===== src/rtl/mmu_dma_wrr_sched_pkg.sv =====
// Shared types and constants for the weighted round-robin DMA request scheduler.
package mmu_dma_wrr_sched_pkg;
  localparam int MAX_OUTSTANDING_DEF = 8;
  localparam int CREDIT_W            = 8;
  // Captured-request storage is sized for the widest supported instance.
  localparam int REQ_ADDR_W          = 64;
  localparam int REQ_LEN_W           = 28;

  typedef struct packed {
    logic [REQ_ADDR_W-1:0] paddr;
    logic [REQ_LEN_W-1:0]  len;
    logic                  last;
  } sched_req_t;

  typedef enum logic {
    S_IDLE  = 1'b0,
    S_ISSUE = 1'b1
  } sched_state_t;

  function automatic int id_width(input int n);
    return (n > 1) ? $clog2(n) : 1;
  endfunction
endpackage


===== src/rtl/mmu_dma_wrr_sched_if.sv =====
// Region request, downstream DMA request and data-mux ordering channels.
interface mmu_dma_wrr_sched_if
  import mmu_dma_wrr_sched_pkg::*;
#(
  parameter int N_REGIONS = 4,
  parameter int ADDR_BITS = 64,
  parameter int LEN_BITS  = 28
) ();
  localparam int ID_W = id_width(N_REGIONS);

  logic [N_REGIONS-1:0]           s_req_valid;
  logic [N_REGIONS-1:0]           s_req_ready;
  logic [N_REGIONS*ADDR_BITS-1:0] s_req_paddr;
  logic [N_REGIONS*LEN_BITS-1:0]  s_req_len;
  logic [N_REGIONS-1:0]           s_req_last;

  logic                           m_req_valid;
  logic                           m_req_ready;
  logic [ADDR_BITS-1:0]           m_req_paddr;
  logic [LEN_BITS-1:0]            m_req_len;
  logic                           m_req_last;

  logic                           m_mux_valid;
  logic                           m_mux_ready;
  logic [ID_W-1:0]                m_mux_vfid;
  logic [LEN_BITS-1:0]            m_mux_len;

  // master: the scheduler; slave: the regions plus the host channel around it
  modport master (
    input  s_req_valid, s_req_paddr, s_req_len, s_req_last, m_req_ready, m_mux_ready,
    output s_req_ready, m_req_valid, m_req_paddr, m_req_len, m_req_last,
           m_mux_valid, m_mux_vfid, m_mux_len
  );

  modport slave (
    output s_req_valid, s_req_paddr, s_req_len, s_req_last, m_req_ready, m_mux_ready,
    input  s_req_ready, m_req_valid, m_req_paddr, m_req_len, m_req_last,
           m_mux_valid, m_mux_vfid, m_mux_len
  );
endinterface


===== src/rtl/mmu_dma_wrr_sched_rr_pick.sv =====
// Rotating priority picker: first set bit at or above start, wrapping to the lowest.
module mmu_rr_pick #(
  parameter int N    = 4,
  parameter int ID_W = 2
) (
  input  logic [N-1:0]    eligible,
  input  logic [ID_W-1:0] start,
  output logic [ID_W-1:0] winner,
  output logic            found
);
  always_comb begin
    found  = 1'b0;
    winner = '0;
    for (int i = N - 1; i >= 0; i--) begin
      if (eligible[i]) begin
        found  = 1'b1;
        winner = ID_W'(i);
      end
    end
    // A hit at or past the pointer overrides the wrapped candidate.
    for (int i = N - 1; i >= 0; i--) begin
      if (eligible[i] && (ID_W'(i) >= start)) winner = ID_W'(i);
    end
  end
endmodule


===== src/rtl/mmu_dma_wrr_sched.sv =====
// Weighted round-robin sharing of one DMA request channel between MMU regions,
// with per-region outstanding credits and a matching data-mux ordering entry.
module mmu_dma_wrr_sched
  import mmu_dma_wrr_sched_pkg::*;
#(
  parameter int N_REGIONS       = 4,
  parameter int ADDR_BITS       = 64,
  parameter int LEN_BITS        = 28,
  parameter int MAX_OUTSTANDING = MAX_OUTSTANDING_DEF,
  parameter int WGT_BITS        = 4
) (
  input  logic                            aclk,
  input  logic                            areset,
  input  logic                            sched_en,
  input  logic [N_REGIONS*WGT_BITS-1:0]   weight,
  mmu_dma_wrr_sched_if.master             bus,
  input  logic [N_REGIONS-1:0]            xfer_done,
  output logic [N_REGIONS*CREDIT_W-1:0]   outstanding,
  output logic [N_REGIONS-1:0]            err_underflow
);
  localparam int                  ID_W    = id_width(N_REGIONS);
  localparam logic [CREDIT_W-1:0] CAP     = CREDIT_W'(MAX_OUTSTANDING);
  localparam logic [ID_W-1:0]     LAST_ID = ID_W'(N_REGIONS - 1);

  sched_state_t         state;
  logic [ID_W-1:0]      cur, rr_ptr, pick_idx, winner, next_ptr;
  logic [WGT_BITS-1:0]  burst_cnt, cur_wgt, eff_wgt;
  logic [N_REGIONS-1:0] eligible, sel;
  logic                 pick_found, keep_cur, grant, req_vld, mux_vld;
  sched_req_t           req_q;
  logic [CREDIT_W-1:0]  cnt [N_REGIONS];

  always_comb begin
    for (int r = 0; r < N_REGIONS; r++)
      eligible[r] = bus.s_req_valid[r] & (cnt[r] < CAP) & sched_en;
  end

  // The current owner keeps the channel until its quota is spent.
  assign cur_wgt  = weight[int'(cur)*WGT_BITS +: WGT_BITS];
  assign eff_wgt  = (cur_wgt == '0) ? WGT_BITS'(1) : cur_wgt;
  assign keep_cur = eligible[cur] & (burst_cnt < eff_wgt);

  mmu_rr_pick #(.N(N_REGIONS), .ID_W(ID_W)) u_pick (
    .eligible (eligible),
    .start    (rr_ptr),
    .winner   (pick_idx),
    .found    (pick_found)
  );

  assign winner   = keep_cur ? cur : pick_idx;
  assign grant    = (state == S_IDLE) & ~areset & (keep_cur | pick_found);
  assign next_ptr = (winner == LAST_ID) ? '0 : winner + 1'b1;

  always_comb begin
    sel         = '0;
    sel[winner] = grant;
  end
  assign bus.s_req_ready = sel;

  always_ff @(posedge aclk or posedge areset) begin
    if (areset) begin
      state     <= S_IDLE;
      cur       <= '0;
      rr_ptr    <= '0;
      burst_cnt <= '0;
      req_vld   <= 1'b0;
      mux_vld   <= 1'b0;
      req_q     <= '0;
    end else begin
      case (state)
        S_IDLE: begin
          if (grant) begin
            req_q <= '{paddr: REQ_ADDR_W'(bus.s_req_paddr[int'(winner)*ADDR_BITS +: ADDR_BITS]),
                       len:   REQ_LEN_W'(bus.s_req_len[int'(winner)*LEN_BITS +: LEN_BITS]),
                       last:  bus.s_req_last[winner]};
            if (winner == cur)
              burst_cnt <= (burst_cnt == '1) ? burst_cnt : burst_cnt + 1'b1;
            else
              burst_cnt <= WGT_BITS'(1);
            cur     <= winner;
            rr_ptr  <= next_ptr;
            req_vld <= 1'b1;
            mux_vld <= 1'b1;
            state   <= S_ISSUE;
          end
        end
        S_ISSUE: begin
          req_vld <= req_vld & ~bus.m_req_ready;
          mux_vld <= mux_vld & ~bus.m_mux_ready;
          if ((~req_vld | bus.m_req_ready) & (~mux_vld | bus.m_mux_ready))
            state <= S_IDLE;
        end
        default: state <= S_IDLE;
      endcase
    end
  end

  // Credits: a capture and a completion on the same region cancel out.
  always_ff @(posedge aclk or posedge areset) begin
    if (areset) begin
      for (int r = 0; r < N_REGIONS; r++) cnt[r] <= '0;
      err_underflow <= '0;
    end else begin
      for (int r = 0; r < N_REGIONS; r++) begin
        if (sel[r] & ~xfer_done[r]) begin
          cnt[r] <= cnt[r] + 1'b1;
        end else if (~sel[r] & xfer_done[r]) begin
          if (cnt[r] == '0) err_underflow[r] <= 1'b1;
          else              cnt[r]           <= cnt[r] - 1'b1;
        end
      end
    end
  end

  always_comb begin
    for (int r = 0; r < N_REGIONS; r++)
      outstanding[r*CREDIT_W +: CREDIT_W] = cnt[r];
  end

  assign bus.m_req_valid = req_vld;
  assign bus.m_req_paddr = req_q.paddr[ADDR_BITS-1:0];
  assign bus.m_req_len   = req_q.len[LEN_BITS-1:0];
  assign bus.m_req_last  = req_q.last;
  assign bus.m_mux_valid = mux_vld;
  assign bus.m_mux_vfid  = cur;
  assign bus.m_mux_len   = req_q.len[LEN_BITS-1:0];
endmodule


===== src/flat_wrapper.sv =====
// flat-port wrapper written by rule: the top's interface ports become plain ports
module mmu_dma_wrr_sched_flat import mmu_dma_wrr_sched_pkg::*;
#(
  parameter int N_REGIONS       = 4,
  parameter int ADDR_BITS       = 64,
  parameter int LEN_BITS        = 28,
  parameter int MAX_OUTSTANDING = MAX_OUTSTANDING_DEF,
  parameter int WGT_BITS        = 4
)
  (aclk, areset, sched_en, weight, xfer_done, outstanding, err_underflow, bus_s_req_valid, bus_s_req_paddr, bus_s_req_len, bus_s_req_last, bus_m_req_ready, bus_m_mux_ready, bus_s_req_ready, bus_m_req_valid, bus_m_req_paddr, bus_m_req_len, bus_m_req_last, bus_m_mux_valid, bus_m_mux_vfid, bus_m_mux_len);
  mmu_dma_wrr_sched_if #(.N_REGIONS(N_REGIONS), .ADDR_BITS(ADDR_BITS), .LEN_BITS(LEN_BITS)) bus_i ();
  input  logic aclk;
  input  logic areset;
  input  logic sched_en;
  input  logic [N_REGIONS*WGT_BITS-1:0] weight;
  input  logic [N_REGIONS-1:0] xfer_done;
  output logic [N_REGIONS*CREDIT_W-1:0] outstanding;
  output logic [N_REGIONS-1:0] err_underflow;
  input wire logic [$bits(bus_i.s_req_valid)-1:0] bus_s_req_valid;
  input wire logic [$bits(bus_i.s_req_paddr)-1:0] bus_s_req_paddr;
  input wire logic [$bits(bus_i.s_req_len)-1:0] bus_s_req_len;
  input wire logic [$bits(bus_i.s_req_last)-1:0] bus_s_req_last;
  input wire logic [$bits(bus_i.m_req_ready)-1:0] bus_m_req_ready;
  input wire logic [$bits(bus_i.m_mux_ready)-1:0] bus_m_mux_ready;
  output wire logic [$bits(bus_i.s_req_ready)-1:0] bus_s_req_ready;
  output wire logic [$bits(bus_i.m_req_valid)-1:0] bus_m_req_valid;
  output wire logic [$bits(bus_i.m_req_paddr)-1:0] bus_m_req_paddr;
  output wire logic [$bits(bus_i.m_req_len)-1:0] bus_m_req_len;
  output wire logic [$bits(bus_i.m_req_last)-1:0] bus_m_req_last;
  output wire logic [$bits(bus_i.m_mux_valid)-1:0] bus_m_mux_valid;
  output wire logic [$bits(bus_i.m_mux_vfid)-1:0] bus_m_mux_vfid;
  output wire logic [$bits(bus_i.m_mux_len)-1:0] bus_m_mux_len;
  assign bus_i.s_req_valid = bus_s_req_valid;
  assign bus_i.s_req_paddr = bus_s_req_paddr;
  assign bus_i.s_req_len = bus_s_req_len;
  assign bus_i.s_req_last = bus_s_req_last;
  assign bus_i.m_req_ready = bus_m_req_ready;
  assign bus_i.m_mux_ready = bus_m_mux_ready;
  assign bus_s_req_ready = bus_i.s_req_ready;
  assign bus_m_req_valid = bus_i.m_req_valid;
  assign bus_m_req_paddr = bus_i.m_req_paddr;
  assign bus_m_req_len = bus_i.m_req_len;
  assign bus_m_req_last = bus_i.m_req_last;
  assign bus_m_mux_valid = bus_i.m_mux_valid;
  assign bus_m_mux_vfid = bus_i.m_mux_vfid;
  assign bus_m_mux_len = bus_i.m_mux_len;
  mmu_dma_wrr_sched #(.N_REGIONS(N_REGIONS), .ADDR_BITS(ADDR_BITS), .LEN_BITS(LEN_BITS), .MAX_OUTSTANDING(MAX_OUTSTANDING), .WGT_BITS(WGT_BITS)) u_core (.aclk(aclk), .areset(areset), .sched_en(sched_en), .weight(weight), .bus(bus_i), .xfer_done(xfer_done), .outstanding(outstanding), .err_underflow(err_underflow));
endmodule

===== config.mk =====
export PLATFORM = sky130hd
export DESIGN_NAME = mmu_dma_wrr_sched_flat
export DESIGN_NICKNAME = d
export VERILOG_FILES = /design/src/rtl/mmu_dma_wrr_sched_pkg.sv /design/src/rtl/mmu_dma_wrr_sched_if.sv /design/src/rtl/mmu_dma_wrr_sched_rr_pick.sv /design/src/rtl/mmu_dma_wrr_sched.sv /design/src/flat_wrapper.sv
export SDC_FILE = /design/constraint.sdc
export NUM_CORES = 1
export LEC_CHECK = 0
export ABC_AREA = 1
export BUFFER_PORTS_ARGS = -buffer_cell sky130_fd_sc_hd__buf_2
export CAP_MARGIN = 20
export CORE_AREA = 2 2 221 223
export CTS_CLUSTER_DIAMETER = 100
export DETAILED_ROUTE_END_ITERATION = 10
export DIE_AREA = 0 0 223 225
export PLACE_DENSITY = 0.45
export SYNTH_ARGS = -nofsm -noshare
export SYNTH_HDL_FRONTEND = slang
export SYNTH_SLANG_ARGS = --single-unit

===== constraint.sdc =====
create_clock -name aclk -period 8.3 [get_ports aclk]
set_input_delay 1.66 -clock aclk [delete_from_list [all_inputs] [get_ports aclk]]
set_output_delay 1.66 -clock aclk [all_outputs]
set_load 0.01 [all_outputs]

==> results.rst <==
.. list-table::
   :header-rows: 1

   * - Metric
     - Value
   * - Clock latency on the worst-skew pair
     - roughly 450 ps
   * - Leading cell types by total area after synthesis
     - sky130_fd_sc_hd__dfrtp_1 (32%), sky130_fd_sc_hd__nand2_1 (18%), sky130_fd_sc_hd__nand3_1 (9.6%)
   * - Worst Tran Pin Value
     - 1020 ps
   * - Width of the chip
     - 223 um
   * - Highest clock rate
     - 174 MHz
   * - Effective utilization at floorplan
     - 23.1%
   * - Worst reg2reg endpoint
     - u_core.outstanding[23]
   * - Pins over their slew limit
     - 0
   * - FF-to-FF setup slack
     - between 2000 and 3000 ps
   * - Vertical die dimension
     - ~230 um
   * - Final-layout setup total negative slack
     - 0 ps
   * - Total of endpoints with negative setup slack in the final report
     - 0
   * - Headroom to the max-slew limit
     - 31.7%
   * - Critical path's top delay family
     - buffers and inverters
   * - Final RePlAce weighted congestion
     - 0.872
   * - Number of vias after detailed routing
     - 12.1k
   * - Pwr dens
     - roughly 320 mW/mm^2
   * - Post-cts resize count
     - 0
   * - Placed wire-length estimate after detailed placement
     - 34,800 um
   * - Cell area after layout
     - 0.0147 mm^2
   * - GRT Resource Usage Total
     - 17.8%
   * - Non-filler cells, final
     - 2,757
   * - Critical path's largest stage delay
     - 510 ps
   * - Mean Syn Cell Area
     - 6.69 um^2
   * - Number of post-CTS setup repair buffers
     - 0
   * - Top cells by count, synth
     - sky130_fd_sc_hd__nand2_1 (534), sky130_fd_sc_hd__inv_1 (244), sky130_fd_sc_hd__nand3_1 (211), sky130_fd_sc_hd__dfrtp_1 (140), sky130_fd_sc_hd__nand3b_1 (88)
   * - Worst reg-to-reg path cell count
     - 29
   * - Standard cell core area
     - roughly 0.048 mm^2
   * - Maximum number of pins on one net before global-route repair
     - 110
   * - RSZ-0062 raised after global routing
     - false
   * - Crit path from
     - weight[7]
   * - CTS Hold Buffers Added
     - 0
   * - Number of violations of the max-capacitance limit
     - 0
   * - Antenna-violating nets left
     - 0
   * - Run status
     - finished, final reports clean
   * - Max stage delay cell, worst path
     - sky130_fd_sc_hd__buf_4
   * - Startpoint of the worst register-to-register path
     - u_core.bus.m_mux_vfid[0]
   * - Clk_skew
     - roughly 13 ps
   * - Post-layout nets
     - 2,563
   * - Critical Path RT
     - 6640 ps
   * - Capturing instance or port of the critical path
     - bus_s_req_ready[2]
   * - Crit-path most repeated cell
     - sky130_fd_sc_hd__nand2_1
   * - Leakage power
     - 8.43 nW
   * - Average vias per placed instance
     - around 4.4
   * - Hold Path Class
     - reg2reg
   * - Number of enable flip-flop cells after synthesis
     - 0
   * - Clock buffer count from CTS
     - 17
   * - Netlist Area Pre-Place
     - 0.0110 mm^2
   * - DRC viols
     - 0
   * - First-pass GRT wire length
     - 68,300 um
   * - Area share of the largest cell type after synthesis
     - 31.9%
   * - Number of iterations in the first detailed-routing pass
     - 5
   * - CP max FO
     - 47
   * - Synth-to-layout area growth
     - 33.6%
   * - Syn Nets
     - 2,085
   * - Share of synthesized registers carrying an async set or reset
     - 100%
   * - Placed cell areas
     - between 0.01 and 0.015 mm^2
   * - Clock tree buffer depth
     - 2
   * - Number of antenna violations at the first check in global routing
     - 15
   * - Element type at the critical path end
     - output port
   * - GR Overflow Total
     - 0
   * - Placed Instances
     - 2,714
   * - Leading cell type by number of instances after synthesis
     - sky130_fd_sc_hd__nand2_1
   * - Cell taking the most area after synthesis
     - sky130_fd_sc_hd__dfrtp_1
   * - Top-level port count
     - ~570
   * - Kind of start point of the critical path
     - input port
   * - Via count of the first global-routing pass
     - 12.0k
   * - DRC marker count from the first detailed-route iteration
     - 537
   * - Total count of hold-check failures in the final report
     - 0
   * - Sink Count
     - 140
   * - Cell Rows
     - 80
   * - Ratio of final minimum period to clock period
     - 69.3%
   * - Core Util, Final
     - 30.8%
   * - Floorplan die area
     - around 0.050 mm^2
   * - Cells along the critical path
     - buf_2 -> nand2_1 -> nand3_1 -> nand2_1 -> ha_1 -> a21oi_1 -> nand3_1 -> inv_2 -> nand2_2 -> o21ai_4 -> buf_4 -> ha_1 -> nand2_1 -> inv_1 -> buf_2
   * - Count of synthesis-stage warnings from yosys
     - 0
   * - Fraction of the yosys area taken by sequential cells
     - 31.9%
   * - Number of different library cells in the post-synthesis netlist
     - 38
   * - Final wirelength
     - 45,100 um
   * - CTS root buf
     - sky130_fd_sc_hd__clkbuf_16
   * - Power Total
     - 4.72 mW
   * - CP Depth
     - 15
   * - CP bufs+invs
     - 5
   * - Main flop type after synthesis
     - sky130_fd_sc_hd__dfrtp_1
   * - Proportion of layout cells with a drive suffix above 1
     - 31.6%
   * - Arrival time of the worst setup path
     - 4090 ps
   * - Synthesis-stage register bit count
     - 140
   * - TritonCTS clock tree
     - yes
   * - Syn Inst Count
     - around 1.6k
   * - Routed wirelength normalized by instance count
     - 16.4 um
   * - Kind of critical path
     - in2out
   * - Min Clock Period, post-route
     - 5750 ps
   * - Clock-pin slew on the worst setup and hold paths
     - 60 ps
   * - VDD IR max
     - 0.144 mV
   * - H-tree levels
     - 4
   * - Count of input and output buffers
     - between 500 and 600
state kept, by name (all words and copies together) (netlist names), 2 cells and up:
signal,flops
u_core.bus.m_mux_vfid,2
u_core.rr_ptr,2
u_core.outstanding,32
u_core.err_underflow,4
u_core.bus.m_req_paddr,64
u_core.bus.m_mux_len,28
u_core.burst_cnt,4
through the flow:
step	worst slack, ps	hold slack [ps]
finish	2550	463
global route	2180	497
CTS	2470	466
detailed placement	2100	448
global placement	1850	442
floorplan	447	493
worst register-to-register path, delay by kind of cell, from the launching register on:
family                   cells  cell delay, ps
flip-flops                   1             710
buffers and inverters        6            1160
XOR/XNOR                     1             140
AO/OA/AOI/OAI                5             850
AND/OR/NAND/NOR             13            1280
adder cells (fa/ha/maj)      4            1140
report_power, final:
part	switching, mW	internal [mW]
Combinational	1.67	1.00
Sequential	0.283	0.988
Clock	0.318	0.456
layout by cell type (no fill, tap or decap), types with 4 or more instances in the layout:
master | Yosys | final
sky130_fd_sc_hd__clkinv_2 | 0 | 5
sky130_fd_sc_hd__nand3_1 | 211 | 210
sky130_fd_sc_hd__a21oi_1 | 21 | 21
sky130_fd_sc_hd__nand4_1 | 5 | 5
sky130_fd_sc_hd__fa_1 | 4 | 4
sky130_fd_sc_hd__xnor2_1 | 8 | 8
sky130_fd_sc_hd__dfrtp_1 | 140 | 140
sky130_fd_sc_hd__inv_1 | 244 | 242
sky130_fd_sc_hd__nand3b_1 | 88 | 88
sky130_fd_sc_hd__nor2_1 | 45 | 45
sky130_fd_sc_hd__a21o_1 | 4 | 4
sky130_fd_sc_hd__diode_2 | 0 | 11
sky130_fd_sc_hd__nand2_1 | 534 | 533
sky130_fd_sc_hd__xor2_1 | 17 | 17
sky130_fd_sc_hd__ha_1 | 40 | 40
sky130_fd_sc_hd__buf_4 | 45 | 10
sky130_fd_sc_hd__o21ai_0 | 31 | 31
sky130_fd_sc_hd__o211ai_1 | 50 | 50
sky130_fd_sc_hd__clkbuf_16 | 0 | 17
sky130_fd_sc_hd__buf_2 | 32 | 565
sky130_fd_sc_hd__inv_2 | 4 | 5
sky130_fd_sc_hd__or2_2 | 52 | 52
sky130_fd_sc_hd__nor4_1 | 4 | 4
area by class of cell:
| cell class | instances | area [um^2] |
|---|---|---|
| Fill cell | 5281 | 32900 |
| Multi-Input combinational cell | 1133 | 5920 |
| Sequential cell | 140 | 3500 |
| Timing Repair Buffer | 576 | 2920 |
| Inverter | 250 | 946 |
| Tap cell | 615 | 769 |
| Clock buffer | 21 | 460 |
| Clock inverter | 11 | 119 |
| Antenna cell | 11 | 27.5 |
metal layers:
metal  routed length (um)  up-vias  share of wire, %  track usage [%]
met5                   27        -             0.060                0
met4                 1300        4               2.9             6.91
met3                 2890       64               6.4             5.37
met2                22200      368                49             30.4
met1                18700     5606                41             20.8
li1                     -     6091                 -                -
worst min-delay path by stage:
stage,slack (ps),end,start,cells past startpoint
final,460,u_core.err_underflow[1],u_core.err_underflow[1],1
after detailed placement,450,u_core.err_underflow[1],u_core.err_underflow[1],1
after global routing,500,u_core.bus.m_req_paddr[36],u_core.bus.m_req_paddr[36],2
after floorplan,490,u_core.err_underflow[1],u_core.err_underflow[1],1
after CTS,470,u_core.err_underflow[2],u_core.err_underflow[2],1
after global placement,440,u_core.err_underflow[1],u_core.err_underflow[1],1
logic make-up (layout without fill, tap and decap cells):
| family | after synthesis | count (layout) | synth area share (%) |
|---|---|---|---|
| simple gates | 947 | 947 | 39.5 |
| buf+inv | 367 | 858 | 14.5 |
| flops | 140 | 140 | 31.9 |
| compound gates | 117 | 117 | 6.79 |
| fa+ha+maj | 44 | 44 | 5.29 |
| xor+xnor | 25 | 25 | 1.99 |
| other cells | 0 | 11 | 0 |
(Power assumes the default switching activity.)
